==> src/rtl/hms_pkg.sv <==
// Shared field limits, field types and the 12/24-hour display conversion.
package hms_pkg;
    localparam int HOURS_PER_DAY = 24;
    localparam int MIN_PER_HR    = 60;
    localparam int SEC_PER_MIN   = 60;

    typedef logic [4:0] hour_t;
    typedef logic [5:0] min_t;
    typedef logic [5:0] sec_t;

    // 24-hour internal hour to the displayed hour; 12-hour mode maps 0 to 12.
    function automatic hour_t hour_to_disp(input hour_t h, input logic mode_24);
        if (mode_24)
            return h;
        if (h == 5'd0)
            return 5'd12;
        if (h > 5'd12)
            return h - 5'd12;
        return h;
    endfunction
endpackage

==> src/rtl/seven_seg_decoder.sv <==
// BCD digit to active-high segments {g,f,e,d,c,b,a}; non-decimal codes blank.
module seven_seg_decoder (
    input  logic [3:0] digit,
    output logic [6:0] seg
);
    always_comb begin
        case (digit)
            4'd0:    seg = 7'h3F;
            4'd1:    seg = 7'h06;
            4'd2:    seg = 7'h5B;
            4'd3:    seg = 7'h4F;
            4'd4:    seg = 7'h66;
            4'd5:    seg = 7'h6D;
            4'd6:    seg = 7'h7D;
            4'd7:    seg = 7'h07;
            4'd8:    seg = 7'h7F;
            4'd9:    seg = 7'h6F;
            default: seg = 7'h00;
        endcase
    end
endmodule

==> src/rtl/tick_prescaler.sv <==
// Divides clk down to a one-cycle tick every TICK_DIV cycles; clr holds the count at 0.
module tick_prescaler #(
    parameter int TICK_DIV = 100_000_000
) (
    input  logic clk,
    input  logic reset_n,
    input  logic clr,
    output logic tick
);
    localparam int W = (TICK_DIV > 1) ? $clog2(TICK_DIV) : 1;
    localparam logic [W-1:0] LAST = W'(TICK_DIV - 1);

    logic [W-1:0] pcnt_q, pcnt_d;

    always_comb begin
        tick   = !clr && (pcnt_q == LAST);
        pcnt_d = (clr || tick) ? '0 : pcnt_q + W'(1);
    end

    always_ff @(posedge clk or negedge reset_n) begin
        if (!reset_n)
            pcnt_q <= '0;
        else
            pcnt_q <= pcnt_d;
    end
endmodule

==> src/rtl/hms_clock_core.sv <==
// Hours/minutes/seconds timekeeper with set mode, 12/24-hour display and BCD/segment outputs.
// Define HMS_ALARM_EN to add the hour:minute alarm registers and alarm_hit.
module hms_clock_core
    import hms_pkg::*;
#(
    parameter int TICK_DIV = 100_000_000
) (
    input  logic       clk,
    input  logic       reset_n,
    input  logic       mode_24,
    input  logic       set_time,
    input  logic       inc_hour,
    input  logic       inc_min,
    input  logic       inc_sec,
    input  logic       alarm_set,
    input  logic       alarm_on,
    output logic [3:0] h10,
    output logic [3:0] h1,
    output logic [3:0] m10,
    output logic [3:0] m1,
    output logic [3:0] s10,
    output logic [3:0] s1,
    output logic [6:0] hour10_seg,
    output logic [6:0] hour1_seg,
    output logic [6:0] min10_seg,
    output logic [6:0] min1_seg,
    output logic [6:0] sec10_seg,
    output logic [6:0] sec1_seg,
    output logic       pm,
    output logic       tick,
    output logic       alarm_hit
);
    localparam hour_t HOUR_MAX = hour_t'(HOURS_PER_DAY - 1);
    localparam min_t  MIN_MAX  = min_t'(MIN_PER_HR - 1);
    localparam sec_t  SEC_MAX  = sec_t'(SEC_PER_MIN - 1);

    hour_t hour_q, hour_d;
    min_t  min_q, min_d;
    sec_t  sec_q, sec_d;
    logic  edit_time;

    tick_prescaler #(.TICK_DIV(TICK_DIV)) u_presc (
        .clk     (clk),
        .reset_n (reset_n),
        .clr     (set_time),
        .tick    (tick)
    );

`ifdef HMS_ALARM_EN
    hour_t al_hour_q, al_hour_d;
    min_t  al_min_q, al_min_d;
    logic  alarm_hit_q, alarm_hit_d;

    assign edit_time = set_time && !alarm_set;

    always_comb begin
        al_hour_d   = al_hour_q;
        al_min_d    = al_min_q;
        if (set_time && alarm_set) begin
            if (inc_hour) al_hour_d = (al_hour_q == HOUR_MAX) ? '0 : al_hour_q + 5'd1;
            if (inc_min)  al_min_d  = (al_min_q == MIN_MAX) ? '0 : al_min_q + 6'd1;
        end
        // Flagged on the edge that loads the matching time, so hit and time appear together.
        alarm_hit_d = tick && alarm_on && (hour_d == al_hour_q) &&
                      (min_d == al_min_q) && (sec_d == '0);
    end

    always_ff @(posedge clk or negedge reset_n) begin
        if (!reset_n) begin
            al_hour_q   <= '0;
            al_min_q    <= '0;
            alarm_hit_q <= 1'b0;
        end else begin
            al_hour_q   <= al_hour_d;
            al_min_q    <= al_min_d;
            alarm_hit_q <= alarm_hit_d;
        end
    end

    assign alarm_hit = alarm_hit_q;
`else
    logic unused_alarm_inputs;
    assign unused_alarm_inputs = &{1'b0, alarm_set, alarm_on};
    assign edit_time = set_time;
    assign alarm_hit = 1'b0;
`endif

    always_comb begin
        hour_d = hour_q;
        min_d  = min_q;
        sec_d  = sec_q;
        if (edit_time) begin
            // Set mode: each field wraps on its own, no carries.
            if (inc_sec)  sec_d  = (sec_q == SEC_MAX) ? '0 : sec_q + 6'd1;
            if (inc_min)  min_d  = (min_q == MIN_MAX) ? '0 : min_q + 6'd1;
            if (inc_hour) hour_d = (hour_q == HOUR_MAX) ? '0 : hour_q + 5'd1;
        end else if (tick) begin
            sec_d = (sec_q == SEC_MAX) ? '0 : sec_q + 6'd1;
            if (sec_q == SEC_MAX) begin
                min_d = (min_q == MIN_MAX) ? '0 : min_q + 6'd1;
                if (min_q == MIN_MAX)
                    hour_d = (hour_q == HOUR_MAX) ? '0 : hour_q + 5'd1;
            end
        end
    end

    always_ff @(posedge clk or negedge reset_n) begin
        if (!reset_n) begin
            hour_q <= '0;
            min_q  <= '0;
            sec_q  <= '0;
        end else begin
            hour_q <= hour_d;
            min_q  <= min_d;
            sec_q  <= sec_d;
        end
    end

    hour_t            hour_disp;
    logic [5:0][3:0]  dig;
    logic [5:0][6:0]  seg;

    always_comb begin
        hour_disp = hour_to_disp(hour_q, mode_24);
        dig[5]    = 4'(hour_disp / 10);
        dig[4]    = 4'(hour_disp % 10);
        dig[3]    = 4'(min_q / 10);
        dig[2]    = 4'(min_q % 10);
        dig[1]    = 4'(sec_q / 10);
        dig[0]    = 4'(sec_q % 10);
    end

    for (genvar i = 0; i < 6; i++) begin : g_seg
        seven_seg_decoder u_dec (.digit(dig[i]), .seg(seg[i]));
    end

    assign {h10, h1, m10, m1, s10, s1} = dig;
    assign {hour10_seg, hour1_seg, min10_seg, min1_seg, sec10_seg, sec1_seg} = seg;
    assign pm = (hour_q >= hour_t'(12));
endmodule

==> config.mk <==
export PLATFORM = sky130hd
export DESIGN_NAME = hms_clock_core
export DESIGN_NICKNAME = d
export VERILOG_FILES = /design/src/rtl/hms_pkg.sv /design/src/rtl/seven_seg_decoder.sv /design/src/rtl/tick_prescaler.sv /design/src/rtl/hms_clock_core.sv
export SDC_FILE = /design/constraint.sdc
export NUM_CORES = 1
export LEC_CHECK = 0
export CAP_MARGIN = 40
export CORE_MARGIN = 2
export CORE_UTILIZATION = 50
export DETAILED_ROUTE_END_ITERATION = 10
export MAX_ROUTING_LAYER = met4
export PLACE_DENSITY = 0.87
export SLEW_MARGIN = 10
export SYNTH_ARGS = -nofsm -noshare
export SYNTH_HDL_FRONTEND = slang
export SYNTH_HIERARCHICAL = 1
export SYNTH_SLANG_ARGS = --single-unit
export TNS_END_PERCENT = 50
==> constraint.sdc <==
create_clock -name clk -period 5.6 [get_ports clk]
set_input_delay 0.56 -clock clk [delete_from_list [all_inputs] [get_ports clk]]
set_output_delay 0.56 -clock clk [all_outputs]
set_load 0.01 [all_outputs]
Yosys cells after proc, flatten, opt, wreduce, memory -nomap -nowiden
Memories as Yosys holds them, arrays and structs flattened.
Index checks and enable logic that the tools add are counted.
{ "op_classes": {"addsub": 5, "n_div": 6, "order_cmp": 2, "eq_ne": 7, "mux": 28, "reduce_logical": 10} }
{ "ops": {"columns": ["operator", "count"], "rows": [
  ["6-bit by 4-bit divider with 32-bit output, second input constant", 2],
  ["6-bit by 4-bit remainder unit with 32-bit output, second input constant", 2],
  ["5-bit two-way mux", 12],
  ["6-bit two-way mux", 9],
  ["5-bit by 4-bit divider with 32-bit output, second input constant", 1],
  ["5-bit by 4-bit remainder unit with 32-bit output, second input constant", 1],
  ["27-bit by 1-bit adder with 27-bit output, second input constant", 1],
  ["27-bit == test, second input constant", 1],
  ["27-bit two-way mux", 1],
  ["6-bit by 1-bit adder with 6-bit output, second input constant", 2],
  ["6-bit == test, second input constant", 2],
  ["1-bit two-way mux", 6],
  ["2-bit by 1-bit != test with 1-bit output, second input constant", 3],
  ["2-bit nonzero test", 3],
  ["5-bit by 1-bit adder with 5-bit output, second input constant", 1],
  ["5-bit == test, second input constant", 1],
  ["5-bit by 4-bit greater-or-equal comparator with 1-bit output, second input constant", 1],
  ["5-bit by 4-bit > comparator with 1-bit output, second input constant", 1],
  ["5-bit logical NOT", 1],
  ["5-bit by 4-bit subtractor with 5-bit output, second input constant", 1],
  ["4-bit AND reduction", 1],
  ["3-bit AND reduction", 1],
  ["2-bit AND reduction", 1],
  ["1-bit logical AND", 1],
  ["other kinds (2)", 2]
]} }
{ "word_totals": {"ff_bits": 44, "rom_bits": 672, "output_inout_bits": 69, "n_memories": 6} }
{ "mem_list": {"columns": ["memory", "depth", "word_bits", "read_ports", "rd_clocked_by_memory_dff", "wr", "line_no", "rtl"], "rows": [
  ["(no name shown)", 16, 7, 1, 0, 0, "seven_seg_decoder.sv:7", "case (digit)"],
  ["(no name shown)", 16, 7, 1, 0, 0, "seven_seg_decoder.sv:7", null],
  ["(no name shown)", 16, 7, 1, 0, 0, "seven_seg_decoder.sv:7", null],
  ["(no name shown)", 16, 7, 1, 0, 0, "seven_seg_decoder.sv:7", null],
  ["(no name shown)", 16, 7, 1, 0, 0, "seven_seg_decoder.sv:7", null],
  ["(no name shown)", 16, 7, 1, 0, 0, "seven_seg_decoder.sv:7", null]
]} }

Logic depth before layout (Yosys ltp)
An unclocked memory read counts as a cell.
{ "logic_depth": {"word_depth": 10, "depth_mapped": 17, "ltp_nobuf": 15} }

Cells and area by module
The synthesis kept the hierarchy.
{ "by_module_without_submodules": {"columns": ["mod", "n_inst", "cells_per_inst", "area_per_inst_um2"], "rows": [
  ["hms_clock_core", 1, 275, 2115.8],
  ["tick_prescaler", 1, 173, 1550.2],
  ["seven_seg_decoder at g_seg[3].u_dec ...", 3, 26, 201.4],
  ["seven_seg_decoder at g_seg[0].u_dec ...", 2, 28, 219.0],
  ["seven_seg_decoder at g_seg[2].u_dec", 1, 28, 220.2]
]} }

Worst setup path before layout
OpenSTA, ideal clock, no wires.
{ "synth_path": {"kind": "reg2out", "startpoint": "register hour_q[2]", "endpoint": "output hour1_seg[3]", "t_arrival_ns": 3.883, "t_required_ns": 5.040, "setup_slack_ns": 1.157, "path_stages_with_launch": 15, "cell_sequence": "dfrtp_1 > buf_2 > inv_1 > ha_1 > a21o_1 > o41ai_4 > ha_1 > inv_1 > o311a_1 > mux2_2 > o211ai_1 > inv_1 > ha_1 > inv_1 > o21ai_0"} }
{ "synth_between": {"elab_chain_cells": 9, "word_cells_on_any_way": 16, "classes_between": "add/sub (1); div (1); order compare (1); mux (11); reduce/logical (1); memory (1)"} }
{ "synth_lines": {"columns": ["item", "line_no", "rtl"], "rows": [
  ["from (decl)", "hms_clock_core.sv:37", "hour_t hour_q, hour_d;"],
  ["from (signal assigned)", "hms_clock_core.sv:113", "hour_q <= hour_d;"],
  ["5-bit by 4-bit > comparator with 1-bit output", "hms_pkg.sv:17", "if (h > 5'd12)"],
  ["1-bit two-way mux (2 in a row)", "hms_pkg.sv:17", null],
  ["1-bit two-way mux", "hms_pkg.sv:15", "if (h == 5'd0)"],
  ["5-bit two-way mux", "hms_pkg.sv:19", "return h;"],
  ["5-bit two-way mux", "hms_pkg.sv:17", null],
  ["5-bit two-way mux *", "hms_pkg.sv:15", null],
  ["5-bit by 4-bit remainder unit with 32-bit output *", "hms_clock_core.sv:126", "dig[4] = 4'(hour_disp % 10);"],
  ["named net h1[1]", "hms_clock_core.sv:18", "output logic [3:0] h1,"],
  ["memory 16 x 7 bit *", null, null],
  ["to (decl)", "hms_clock_core.sv:24", "output logic [6:0] hour1_seg,"]
]} }
Mark *: on every way through the listed nets, which the timed path passes. The rest lies on a longest branch. The select of a mux whose other input is x is not followed.

Worst setup path in the final report
{ "layout_path": {"startpoint": "register hour_q[2]", "endpoint": "output hour1_seg[3]"} }
{ "layout_between": {"elab_chain_cells": 9, "word_cells_on_any_way": 16, "classes_between": "add/sub (1); div (1); order compare (1); mux (11); reduce/logical (1); memory (1)"} }
{ "layout_lines": {"columns": ["item", "line_no"], "rows": [
  ["5-bit by 4-bit > comparator with 1-bit output", "hms_pkg.sv:17"],
  ["1-bit two-way mux (2 in a row)", "hms_pkg.sv:17"],
  ["1-bit two-way mux", "hms_pkg.sv:15"],
  ["5-bit two-way mux", "hms_pkg.sv:19"],
  ["5-bit two-way mux", "hms_pkg.sv:17"],
  ["5-bit two-way mux *", "hms_pkg.sv:15"],
  ["5-bit by 4-bit remainder unit with 32-bit output *", "hms_clock_core.sv:126"],
  ["memory 16 x 7 bit *", null]
]} }
Every way passes the cells marked *; elsewhere a longest branch is shown, timed or not. The select of a mux whose other input is x is not followed.

==> run summary <==
Walking the worst path, the cells encountered are inv_1, ha_1, a21o_1, o41ai_4, ha_1, inv_1, o311a_1, mux2_2, o211ai_1, buf_4, inv_1, ha_1, inv_1, o21ai_0, clkdlybuf4s50_1. Cell at the slowest stage of the critical path: sky130_fd_sc_hd__o41ai_4. The repair_antennas step left the layout with diodes totalling 0.

After layout, the worst path uses 91.06% of the clock period. The class of the worst hold path was primary input to async pin. For the count of distinct cell types in the synthesized netlist, the log shows 84. The share of total power dissipated in combinational logic is 82.4%. Prior to clock tree synthesis, the placed netlist has a worst setup slack of 635.8 ps. Max-cap violations in this run came to 0. The dominant cell type by area after synthesis is sky130_fd_sc_hd__dfrtp_1. The count of filler cells inserted in the layout was 843. The busiest layer in global routing is met2. The maximum net fanout on the critical path is 12, and the initial core utilization is 50.89%. Row generation in the floorplan step produced 36 rows.

Across the routed clock network, the largest skew measured is 2.923 ps. After synthesis, the cell types taking the most area are sky130_fd_sc_hd__dfrtp_1, sky130_fd_sc_hd__ha_1, sky130_fd_sc_hd__o21ai_0. The most used flip-flop cell after synthesis is sky130_fd_sc_hd__dfrtp_1.

Cell internal power was estimated by the tool at 2.151 mW. The tools report the clock network latency to the later pin of the worst-skew pair as 300 ps. The buffers plus inverters on the worst setup path works out to 6.

Met1 global-route usage: 25.96%. The die covers 10670 µm². After technology mapping, the gate count stands at 610.

The congestion estimate from routability-driven global placement came to 0.9138. Measured against its own limit, the worst slew margin works out to 37.61%. After the first detailed-routing iteration, the DRC count stood at 164.

Horizontal die dimension: 103.3 µm. Once the clock tree was built, the setup fixing pass inserted 0 buffers. The count of flip-flops with a built-in enable after synthesis was 0; the per-instance average area after synthesis was 8.079 µm². The run gives 4282 as the number of global-route vias before repair.

The tools report the element type at the critical path start as a flip-flop. The clock net sink count is 44, and the sequential element share of the synthesized area is 22.34%. The clock tree synthesis step divided the H-tree into 2 levels.

Entering global routing, the biggest net connects 25 pins. Global routing consumed, over all layers together, 21.36% of the routing resources. The flow ran to the end, and the final reports show no timing, DRC or antenna violations.

For the setup total negative slack, the log shows 0 ps. Detailed placement finished with a half-perimeter wire length of 8569 µm. The final-report max-slew violation count is 0.

Of the total power, registers draw 12.5%. The die is 103.3 µm tall. The number of antenna violations at the first check in global routing was 0; the async set-reset flop share out of synthesis was 100.0%. Hold violation total from the final report: 0.

In this run the count of I/O pins placed on the die edge is 78. The tools report the launch point of the worst reg-to-reg path as u_presc/pcnt_q[0]. Summed over all layers, the routed wires come to 11180 µm. The number of nets in the finished design was 745; the actual slew at the worst max-slew pin was 929.2 ps. Clock-pin slew was measured on the worst setup and hold paths at 80 ps. For the count of yosys warnings during synthesis, the log shows 6.

The number of antenna-violating nets in the routed design was 0. STA puts the critical path data arrival time at 4540 ps. The total overflow left after global routing is 0. The commonest non-fill, non-tap cell in the layout is sky130_fd_sc_hd__clkdlybuf4s50_1. Setup repair after global routing left no endpoint under its margin. Buffer type at the clock tree root: sky130_fd_sc_hd__clkbuf_8.

VDD sags by at most 0.4021 mV. The cell area that synthesis handed to floorplanning was 4928 µm². Global-route wire length before repair: 18510 µm. On the worst path, the slowest cell contributes a delay of 610 ps. The maximum buffer depth of the clock tree was 2.

In this run the power density over the cells is 687.6 nW/µm². Most prevalent standard cell on the critical path: sky130_fd_sc_hd__inv_1. The run gives 0 as the number of instances resized during post-cts repair.

The kind of critical path was flip-flop to output pin. TritonCTS built the clock tree. Dividing the detail-routed wire length by the instance count gives 13.70 µm. After synthesis the netlist holds a flip-flop and latch count of 44. The run gives 4669 as the number of vias in the routed layout. The via count normalized by instance count was 5.722; the power dissipated by switching net loads was 1.851 mW.

For the worst setup path, the data required time is 5040 ps. The number of port buffers was 69. Global routing used 2.890% of the available met3 tracks. The run gives 5 as the number of detailed-route iterations in the first pass.

The nature of the critical path endpoint is an output pin. Per report_power, the clock group accounts for 5.1% of the total. The logs give 500.8 ps for the worst setup margin and 0 for the remaining routing DRC violations.

In this run, post-CTS hold repair placed 0 buffers. Relative to the synthesized area, the layout overhead comes to 18.10%. In this run the standard cell core region covers 9684 µm².

In this run the biggest area consumer among cell types represents 22.34% of the synthesized area. The leakage power of the design was 2.501 nW; the worst-case reg-to-reg path depth was 6. The final critical delay including setup and external delays was 5099 ps.

The worst setup slack for register-to-register paths was 1920 ps. The reg-to-reg critical path endpoint is min_q[4]. The run gives 196.1 MHz as the achievable clock frequency. The tools report the clock buffer count from CTS as 5. In this run switching power makes up 46.25% of total power. The number of cells on the critical path is 15. Setup violations remaining at the end of the flow were counted as 0. Of the cells placed in the final design, the portion with a size suffix greater than 1 is 7.467%. The met2 demand-to-capacity share in global routing was 37.76%.

The kind of cell with the highest combined delay along the critical path is compound AO/OA/AOI/OAI gates. Leaving out fill and tap cells, the most frequent cells in the layout are sky130_fd_sc_hd__clkdlybuf4s50_1, sky130_fd_sc_hd__ha_1, sky130_fd_sc_hd__inv_1, sky130_fd_sc_hd__nand2_1.
worst max path at each step:
stage / start / to
floorplan: hour_q[2] / hour1_seg[3]
global placement: mode_24 / hour1_seg[3]
detailed placement: mode_24 / hour1_seg[3]
CTS: hour_q[2] / hour1_seg[3]
global route: hour_q[2] / hour1_seg[3]
finish: hour_q[2] / hour1_seg[3]
per-layer routing:
| metal | vias to the layer above | wire (µm) | share of wire (%) |
|---|---|---|---|
| met2 | 111 | 5739 | 51 |
| met5 | - | 0 | 0 |
| li1 | 2345 | - | - |
| met3 | 8 | 426 | 3.8 |
| met1 | 2205 | 4935 | 44 |
| met4 | 0 | 76 | 0.68 |
area by class of cell:
cell class              count  area (µm²)  area share (%)
clock buffers               6       82.58           1.419
multi-input cells         502        3507           60.25
flip-flops and latches     44        1101           18.92
clock inverters             2       10.01          0.1720
inverters                  54       205.2           3.525
well taps                 133       166.4           2.859
repair buffers             75       748.2           12.85
cell usage after synthesis (5+ instances only):
cell                       count
sky130_fd_sc_hd__a21o_1       10
sky130_fd_sc_hd__a21oi_1      27
sky130_fd_sc_hd__a31oi_1       6
sky130_fd_sc_hd__and2_1        7
sky130_fd_sc_hd__buf_2         6
sky130_fd_sc_hd__buf_4         8
sky130_fd_sc_hd__buf_6         6
sky130_fd_sc_hd__clkbuf_1     11
sky130_fd_sc_hd__dfrtp_1      44
sky130_fd_sc_hd__ha_1         54
sky130_fd_sc_hd__inv_1        49
sky130_fd_sc_hd__mux2i_1       6
sky130_fd_sc_hd__nand2_1      45
sky130_fd_sc_hd__nand2b_1     14
sky130_fd_sc_hd__nand3_1      26
sky130_fd_sc_hd__nand4_1      12
sky130_fd_sc_hd__nor2_1       38
sky130_fd_sc_hd__nor2b_1      10
sky130_fd_sc_hd__nor3_1        8
sky130_fd_sc_hd__o211ai_1      5
sky130_fd_sc_hd__o21ai_0      44
sky130_fd_sc_hd__o221ai_1      6
sky130_fd_sc_hd__o22ai_1      20
sky130_fd_sc_hd__o31ai_1       5
sky130_fd_sc_hd__or3_1         9
sky130_fd_sc_hd__or4_1        12
sky130_fd_sc_hd__xnor2_1      10
sky130_fd_sc_hd__xor2_1        7
logic make-up after synthesis:
group	share of synthesized area (%)
flops	22.34
other cells	0.07609
fa+ha+maj	14.12
xor+xnor	3.021
mux	2.133
simple gates	24.88
compound gates	25.24
buf+inv	8.200
worst reg2reg max path: cells and delay by family, from the launching register on:
kind            cells  cell delay (ps)
compound gates      2              890
flops               1              430
simple gates        3             1980
fa+ha+maj           1              270
power by group through the flow:
stage | Clock (mW) | Sequential (mW) | Combinational (mW)
2_1_floorplan | 0 | 0.429 | 2.07
3_3_place_gp | 0 | 0.495 | 3.15
3_5_place_dp | 0 | 0.503 | 3.29
4_1_cts | 0.214 | 0.497 | 3.31
5_1_grt | 0.229 | 0.520 | 3.64
6_report | 0.206 | 0.499 | 3.30
state kept, by name (all words and copies together) (netlist names):
register,cells
hour_q,5
u_presc/pcnt_q,27
min_q,6
sec_q,6
through the flow:
stage / area [µm²] / hold slack (ps) / cells / power [mW] / util (%)
2_1_floorplan: 5007 / 264.4 / 631 / 2.498 / -
3_3_place_gp: 5688 / 515.6 / 805 / 3.646 / 58.73
3_5_place_dp: 5723 / 525.1 / 807 / 3.796 / 59.10
4_1_cts: 5816 / 245.7 / 815 / 4.017 / 60.05
5_1_grt: 5821 / 264.4 / 816 / 4.385 / 60.10
6_report: 5821 / 235.5 / 816 / 4.002 / 60.10
(Power assumes the default switching activity.)
